--- src/rtl/apb_regfile_v2.sv ---
// APB4 control-plane register file: generic RW bank, live status, W1C interrupts with mask,
// write-only command pulse port and a constant ID register, with byte strobes and wait states.
module apb_regfile_v2 #(
    parameter int unsigned       DATA_W      = 32,
    parameter int unsigned       ADDR_W      = 8,
    parameter int unsigned       NUM_RW      = 4,
    parameter int unsigned       WAIT_CYCLES = 0,
    parameter logic [DATA_W-1:0] RST_VAL     = '0,
    parameter logic [31:0]       ID_VALUE    = 32'hA9B0_0002
) (
    input  logic                     PCLK,
    input  logic                     PRESETn,
    input  logic                     PSEL,
    input  logic                     PENABLE,
    input  logic                     PWRITE,
    input  logic [ADDR_W-1:0]        PADDR,
    input  logic [DATA_W-1:0]        PWDATA,
    input  logic [DATA_W/8-1:0]      PSTRB,
    output logic [DATA_W-1:0]        PRDATA,
    output logic                     PREADY,
    output logic                     PSLVERR,
    input  logic [DATA_W-1:0]        hw_status,
    input  logic [DATA_W-1:0]        int_event,
    output logic                     irq,
    output logic                     cmd_valid,
    output logic [DATA_W-1:0]        cmd_data,
    output logic [NUM_RW*DATA_W-1:0] ctrl_out
);

    localparam int unsigned       STRB_W   = DATA_W / 8;
    localparam logic [4:0]        NUM_RW_L = 5'(NUM_RW);
    localparam logic [3:0]        WAIT_L   = 4'(WAIT_CYCLES);
    localparam logic [DATA_W-1:0] ID_L     = ID_VALUE[DATA_W-1:0];

    logic [3:0]        cnt_q, cnt_d;
    logic              access, ready;
    logic [4:0]        word;
    logic              hi_zero;
    logic              sel_rw, sel_status, sel_int_stat, sel_int_en, sel_cmd, sel_id;
    logic              illegal, commit_wr;
    logic [DATA_W-1:0] wmask, rdata;
    logic [DATA_W-1:0] rw_q [NUM_RW];
    logic [DATA_W-1:0] rw_d [NUM_RW];
    logic [DATA_W-1:0] int_stat_q, int_stat_d, int_en_q, int_en_d, clr_mask;
    logic [DATA_W-1:0] prdata_q, prdata_d, cmd_data_q, cmd_data_d;
    logic              cmd_valid_q, cmd_valid_d, irq_q, irq_d;

    assign access = PSEL & PENABLE;
    assign ready  = access & (cnt_q == WAIT_L);

    // Counter only runs during an uncompleted access phase; anything else restarts it.
    always_comb begin
        cnt_d = (!access || ready) ? 4'd0 : cnt_q + 4'd1;
    end

    assign word         = PADDR[6:2];
    assign hi_zero      = (PADDR >> 7) == '0;
    assign sel_rw       = hi_zero & ~word[4] & ({1'b0, word[3:0]} < NUM_RW_L);
    assign sel_status   = hi_zero & (word == 5'h10);
    assign sel_int_stat = hi_zero & (word == 5'h11);
    assign sel_int_en   = hi_zero & (word == 5'h12);
    assign sel_cmd      = hi_zero & (word == 5'h13);
    assign sel_id       = hi_zero & (word == 5'h14);

    assign illegal = (PADDR[1:0] != 2'b00)
                   | ~(sel_rw | sel_status | sel_int_stat | sel_int_en | sel_cmd | sel_id)
                   | (PWRITE & (sel_status | sel_id))
                   | (~PWRITE & sel_cmd);
    assign commit_wr = ready & ~illegal & PWRITE;

    always_comb begin
        wmask = '0;
        for (int unsigned k = 0; k < STRB_W; k++) begin
            wmask[k*8 +: 8] = {8{PSTRB[k]}};
        end
    end

    always_comb begin
        rdata = '0;
        if (sel_rw) begin
            for (int unsigned i = 0; i < NUM_RW; i++) begin
                if (word[3:0] == 4'(i)) rdata = rw_q[i];
            end
        end
        if (sel_status)   rdata = hw_status;
        if (sel_int_stat) rdata = int_stat_q;
        if (sel_int_en)   rdata = int_en_q;
        if (sel_id)       rdata = ID_L;
        if (illegal)      rdata = '0;
    end

    always_comb begin
        prdata_d = prdata_q;
        if (PSEL && !PENABLE && !PWRITE) prdata_d = rdata;
    end

    always_comb begin
        for (int unsigned i = 0; i < NUM_RW; i++) begin
            rw_d[i] = rw_q[i];
            if (commit_wr && sel_rw && (word[3:0] == 4'(i))) begin
                rw_d[i] = (rw_q[i] & ~wmask) | (PWDATA & wmask);
            end
        end
    end

    always_comb begin
        clr_mask   = (commit_wr && sel_int_stat) ? (PWDATA & wmask) : '0;
        // New events are ORed after the clear so a coincident set survives.
        int_stat_d = (int_stat_q & ~clr_mask) | int_event;
        int_en_d   = int_en_q;
        if (commit_wr && sel_int_en) int_en_d = (int_en_q & ~wmask) | (PWDATA & wmask);
        cmd_valid_d = commit_wr & sel_cmd;
        cmd_data_d  = cmd_valid_d ? PWDATA : cmd_data_q;
        irq_d       = |(int_stat_q & int_en_q);
    end

    always_ff @(posedge PCLK or negedge PRESETn) begin
        if (!PRESETn) begin
            cnt_q       <= '0;
            int_stat_q  <= '0;
            int_en_q    <= '0;
            prdata_q    <= '0;
            cmd_data_q  <= '0;
            cmd_valid_q <= 1'b0;
            irq_q       <= 1'b0;
            for (int unsigned i = 0; i < NUM_RW; i++) rw_q[i] <= RST_VAL;
        end else begin
            cnt_q       <= cnt_d;
            int_stat_q  <= int_stat_d;
            int_en_q    <= int_en_d;
            prdata_q    <= prdata_d;
            cmd_data_q  <= cmd_data_d;
            cmd_valid_q <= cmd_valid_d;
            irq_q       <= irq_d;
            for (int unsigned i = 0; i < NUM_RW; i++) rw_q[i] <= rw_d[i];
        end
    end

    for (genvar g = 0; g < NUM_RW; g++) begin : g_ctrl
        assign ctrl_out[g*DATA_W +: DATA_W] = rw_q[g];
    end

    assign PRDATA    = prdata_q;
    assign PREADY    = ready;
    assign PSLVERR   = ready & illegal;
    assign irq       = irq_q;
    assign cmd_valid = cmd_valid_q;
    assign cmd_data  = cmd_data_q;

endmodule
--- config.mk ---
export PLATFORM = sky130hd
export DESIGN_NAME = apb_regfile_v2
export DESIGN_NICKNAME = d
export VERILOG_FILES = /design/src/rtl/apb_regfile_v2.sv
export SDC_FILE = /design/constraint.sdc
export NUM_CORES = 1
export LEC_CHECK = 0
export CORE_MARGIN = 2
export CORE_UTILIZATION = 45
export CTS_CLUSTER_SIZE = 16
export DETAILED_ROUTE_END_ITERATION = 10
export PLACE_DENSITY_LB_ADDON = 0.08
export SLEW_MARGIN = 20
export SYNTH_ARGS = -nofsm -noshare
export SYNTH_HDL_FRONTEND = slang
export SYNTH_SLANG_ARGS = --single-unit
--- constraint.sdc ---
create_clock -name PCLK -period 3.9 [get_ports PCLK]
set_input_delay 0.78 -clock PCLK [delete_from_list [all_inputs] [get_ports PCLK]]
set_output_delay 0.78 -clock PCLK [all_outputs]
set_load 0.02 [all_outputs]
==> impl_metrics.env <==
export IMPL_clock_sinks=262
export IMPL_dieArea_um2=28600
export IMPL_finish_utilization=0.627
export IMPL_synth_top_cells_by_area="sky130_fd_sc_hd__dfrtp_1 54%, sky130_fd_sc_hd__mux2_2 17%, sky130_fd_sc_hd__mux2i_1 5.7%"
export IMPL_critical_path_top_delay_family="buffers and inverters"
export IMPL_worstRegToRegCells=7
export IMPL_placementRows=60
export IMPL_post_synth_top_area_cell="sky130_fd_sc_hd__dfrtp_1"
export IMPL_clkSlewWorstSetupHoldPaths_ns=0.06
export IMPL_power_leakage_nw=7.70
export IMPL_share_of_layout_cells_above_drive_strength_1=0.228
export IMPL_syn_nets=1096
export IMPL_cts_inserted_buffers=29
export IMPL_worst_path_required_time_ns=3.12
export IMPL_timing_critical_path_slowest_cell_delay_ns=0.63
export IMPL_status="finished, final reports clean"
export IMPL_critical_path_startpoint_type="input port"
export IMPL_tritoncts_clock_tree="yes"
export IMPL_port_buffer_count=308
export IMPL_htree_levels=1
export IMPL_cts_hold_repair_buffers=0
export IMPL_final_period_utilization=0.955
export IMPL_critical_path_startpoint="PADDR[6]"
export IMPL_crit_path_time_final_ns=3.73
export IMPL_power_per_cell_area_nw_per_um2=355
export IMPL_io_pins=309
export IMPL_max_stage_delay_cell_worst_path="sky130_fd_sc_hd__clkdlybuf4s50_1"
export IMPL_first_global_vias=9869
export IMPL_yosys_register_bits=262
export IMPL_drt_drc_violations_left=0
export IMPL_launch_instance_of_the_worst_register_to_register_path="cnt_q[0]$_DFF_PN0_"
export IMPL_route_vias_total=9653
export IMPL_cts_root_buffer_cell="sky130_fd_sc_hd__clkbuf_16"
export IMPL_setup_ws_pre_cts_ns=0.221
export IMPL_drt_antenna_violating_nets=0
export IMPL_worst_setup_path_type="in2out"
export IMPL_drt_iter0_markers=870
export IMPL_synth_enable_flop_cells=0
export IMPL_p_clk_frac=0.465
export IMPL_detailedPlacementHpwl_um=28300
export IMPL_synth_seq_area_share=0.535
export IMPL_clk_path_buf_depth=3
export IMPL_worst_path_stages=6
export IMPL_postCtsSetupBuffers=0
export IMPL_syn_area_um2=12200
export IMPL_worstSkewPairLatency_ns=0.55
export IMPL_grt_setup_unrepaired="false"
export IMPL_core_area_um2=26900
export IMPL_viasPerCell=5.79
export IMPL_drt_pass1_iterations=5
export IMPL_syn_to_final_growth_pct=37.6
export IMPL_cpMostUsedCell="sky130_fd_sc_hd__clkdlybuf4s50_1"
export IMPL_net_switching_power_w=0.00139
export IMPL_timing_critical_path_to="PSLVERR"
export IMPL_ys_flop_type="sky130_fd_sc_hd__dfrtp_1"
export IMPL_route_detailed_wl_per_inst_um=24.6
export IMPL_critPathCaptureType="primary output"
export IMPL_slew_limit_headroom=0.433
export IMPL_hold_class="in2async"
export IMPL_die_height_um=169
export IMPL_grt_start_max_net_pins=103
export IMPL_globalRoute_totalOverflow=0
export IMPL_worstMarginPinSlew_ns=0.848
export IMPL_sequentialPowerShare=0.458
export IMPL_final_hold_violation_count=0
export IMPL_grt_pass1_wl_um=61900
export IMPL_nets_finish=1419
export IMPL_netlist_instances=981
export IMPL_cp_cell_sequence="clkdlybuf4s50_1, or3b_2, o31ai_1, o21ai_0, a21boi_0, clkdlybuf4s50_1"
export IMPL_power_combinational_fraction=0.077
export IMPL_worstPathArrival_ns=2.95
export IMPL_antenna_violations_before_repair=3
export IMPL_drt_total_wl_um=41000
export IMPL_cap_violations=0
export IMPL_yosys_area_top_type_share=0.535
export IMPL_reg2reg_slack_ns=1.30
export IMPL_floorplan_initialDensity=0.456
export IMPL_worst_ir_drop_on_vdd_mv=0.328
export IMPL_dpl_cell_area_um2=15900
export IMPL_setup_slack_ns=0.174
export IMPL_track_usage=0.285
export IMPL_max_freq_ghz=0.268
export IMPL_critical_path_max_fanout=5
export IMPL_intPower_w=0.00459
export IMPL_finClkSkew_ns=0.0139
export IMPL_fin_area_um2=16900
export IMPL_final_setup_violation_count=0
export IMPL_ys_types=52
export IMPL_cp_num_buf_inv=2
export IMPL_report_final_slew_viol_count=0
export IMPL_synth_avg_cell_area_um2=12.5
export IMPL_gpl_final_weighted_congestion=0.861
export IMPL_final_hold_worst_slack_ns=0.292
export IMPL_synth_yosys_warnings=0
export IMPL_cts_resized=0
export IMPL_synth_async_reset_ratio=1.00
export IMPL_switching_share=0.233
export IMPL_final_setup_tns_ns=0
export IMPL_die_span_x_um=169
## worst min-delay path by stage
stage / startpoint / endpoint / slack, ns / cells after the start
after detailed placement: PRDATA[14]$_DFFE_PN0P_ / PRDATA[14]$_DFFE_PN0P_ / 0.47 / 2
after global placement: PRDATA[16]$_DFFE_PN0P_ / PRDATA[16]$_DFFE_PN0P_ / 0.46 / 2
after floorplan: cnt_q[0]$_DFF_PN0_ / cnt_q[0]$_DFF_PN0_ / 0.46 / 1
after CTS: PRESETn / cmd_data[29]$_DFFE_PN0P_ / 0.31 / 1
after global routing: PRESETn / asynchronous set/reset pin / 0.35 / 1
final: PRESETn / asynchronous set/reset pin / 0.29 / 1
## layout make-up
type,count,area [um^2]
clock buffer,44,872
clock inverter,9,98.8
multi-input combinational,637,5390
inverter,23,86.3
tap,341,427
fill,2223,10000
timing repair buffer,351,3420
antenna,1,2.50
sequential,262,6560
## synthesized netlist by cell type, types with 3 or more instances
master                       n
sky130_fd_sc_hd__nand2_1    47
sky130_fd_sc_hd__clkbuf_1   39
sky130_fd_sc_hd__mux2_2    187
sky130_fd_sc_hd__o211ai_1    8
sky130_fd_sc_hd__a21o_1     32
sky130_fd_sc_hd__nor4_2      3
sky130_fd_sc_hd__mux2_1      5
sky130_fd_sc_hd__dfrtp_1   262
sky130_fd_sc_hd__a32o_1      8
sky130_fd_sc_hd__mux2i_1    70
sky130_fd_sc_hd__inv_1      23
sky130_fd_sc_hd__nand3_1    11
sky130_fd_sc_hd__nand4_1    28
sky130_fd_sc_hd__a221oi_1   23
sky130_fd_sc_hd__a22oi_1    16
sky130_fd_sc_hd__nor3_1      4
sky130_fd_sc_hd__and2_0      3
sky130_fd_sc_hd__nor2_1     52
sky130_fd_sc_hd__buf_1       7
sky130_fd_sc_hd__nand4_4     8
sky130_fd_sc_hd__nor3b_1     4
sky130_fd_sc_hd__o31ai_1    25
sky130_fd_sc_hd__a221o_1     8
sky130_fd_sc_hd__or4_1       3
sky130_fd_sc_hd__nand2b_1    7
sky130_fd_sc_hd__a21oi_1    29
sky130_fd_sc_hd__buf_2      11
sky130_fd_sc_hd__o22ai_1    28
## kinds of logic (layout without fill, tap and decap cells)
group | count (synthesis) | in the layout | share of synthesized area
multiplexers | 263 | 263 | 0.236
flip-flops | 262 | 262 | 0.535
AND/OR/NAND/NOR | 189 | 189 | 0.0908
AO/OA/AOI/OAI | 181 | 181 | 0.108
buffers and inverters | 82 | 427 | 0.0272
adder cells (fa/ha/maj) | 2 | 2 | 0.00204
XOR/XNOR | 2 | 2 | 0.00143
other | 0 | 1 | 0
## power by group through the flow
stage	logic [W]	registers, W	clock network [W]
floorplan	0.000145	0.00280	0
global placement	0.000459	0.00279	0
detailed placement	0.000462	0.00279	0
CTS	0.000465	0.00274	0.00283
global route	0.000497	0.00274	0.00295
finish	0.000461	0.00274	0.00278
## routing by layer
metal  part of all wire  track usage  up-vias
met1               0.43        0.392     4908
met3              0.082       0.0774       58
met2               0.47        0.453      359
li1                   -            -     4324
met4              0.020       0.0654        4
met5            0.00063            0        -
## through the flow
| step | power, W | std cells |
|---|---|---|
| 3_3_place_gp | 0.00325 | 1614 |
| 6_report | 0.00599 | 1668 |
| 4_1_cts | 0.00604 | 1667 |
| 5_1_grt | 0.00619 | 1668 |
| 3_5_place_dp | 0.00325 | 1614 |
| 2_1_floorplan | 0.00295 | 981 |
## cells in the final DEF (no fill, tap or decap), types with 3 or more instances in the layout
master                            instances
sky130_fd_sc_hd__clkdlybuf4s50_1        305
sky130_fd_sc_hd__dfrtp_1                262
sky130_fd_sc_hd__mux2_2                 187
sky130_fd_sc_hd__mux2i_1                 70
sky130_fd_sc_hd__nor2_1                  51
sky130_fd_sc_hd__nand2_1                 47
sky130_fd_sc_hd__buf_4                   43
sky130_fd_sc_hd__a21o_1                  32
sky130_fd_sc_hd__a21oi_1                 29
sky130_fd_sc_hd__clkbuf_16               29
sky130_fd_sc_hd__o22ai_1                 28
sky130_fd_sc_hd__nand4_1                 28
sky130_fd_sc_hd__o31ai_1                 25
sky130_fd_sc_hd__inv_1                   23
sky130_fd_sc_hd__a221oi_1                23
sky130_fd_sc_hd__a22oi_1                 16
sky130_fd_sc_hd__nand3_1                 10
sky130_fd_sc_hd__clkbuf_8                 9
sky130_fd_sc_hd__a32o_1                   8
sky130_fd_sc_hd__nand4_4                  8
sky130_fd_sc_hd__a221o_1                  8
sky130_fd_sc_hd__o211ai_1                 8
sky130_fd_sc_hd__nand2b_1                 7
sky130_fd_sc_hd__clkbuf_1                 6
sky130_fd_sc_hd__clkinv_2                 6
sky130_fd_sc_hd__mux2_1                   5
sky130_fd_sc_hd__nor3_1                   4
sky130_fd_sc_hd__nor3b_1                  3
sky130_fd_sc_hd__and2_0                   3
sky130_fd_sc_hd__or4_1                    3
sky130_fd_sc_hd__nor4_2                   3
No activity file was read; power rests on OpenSTA's default activity.
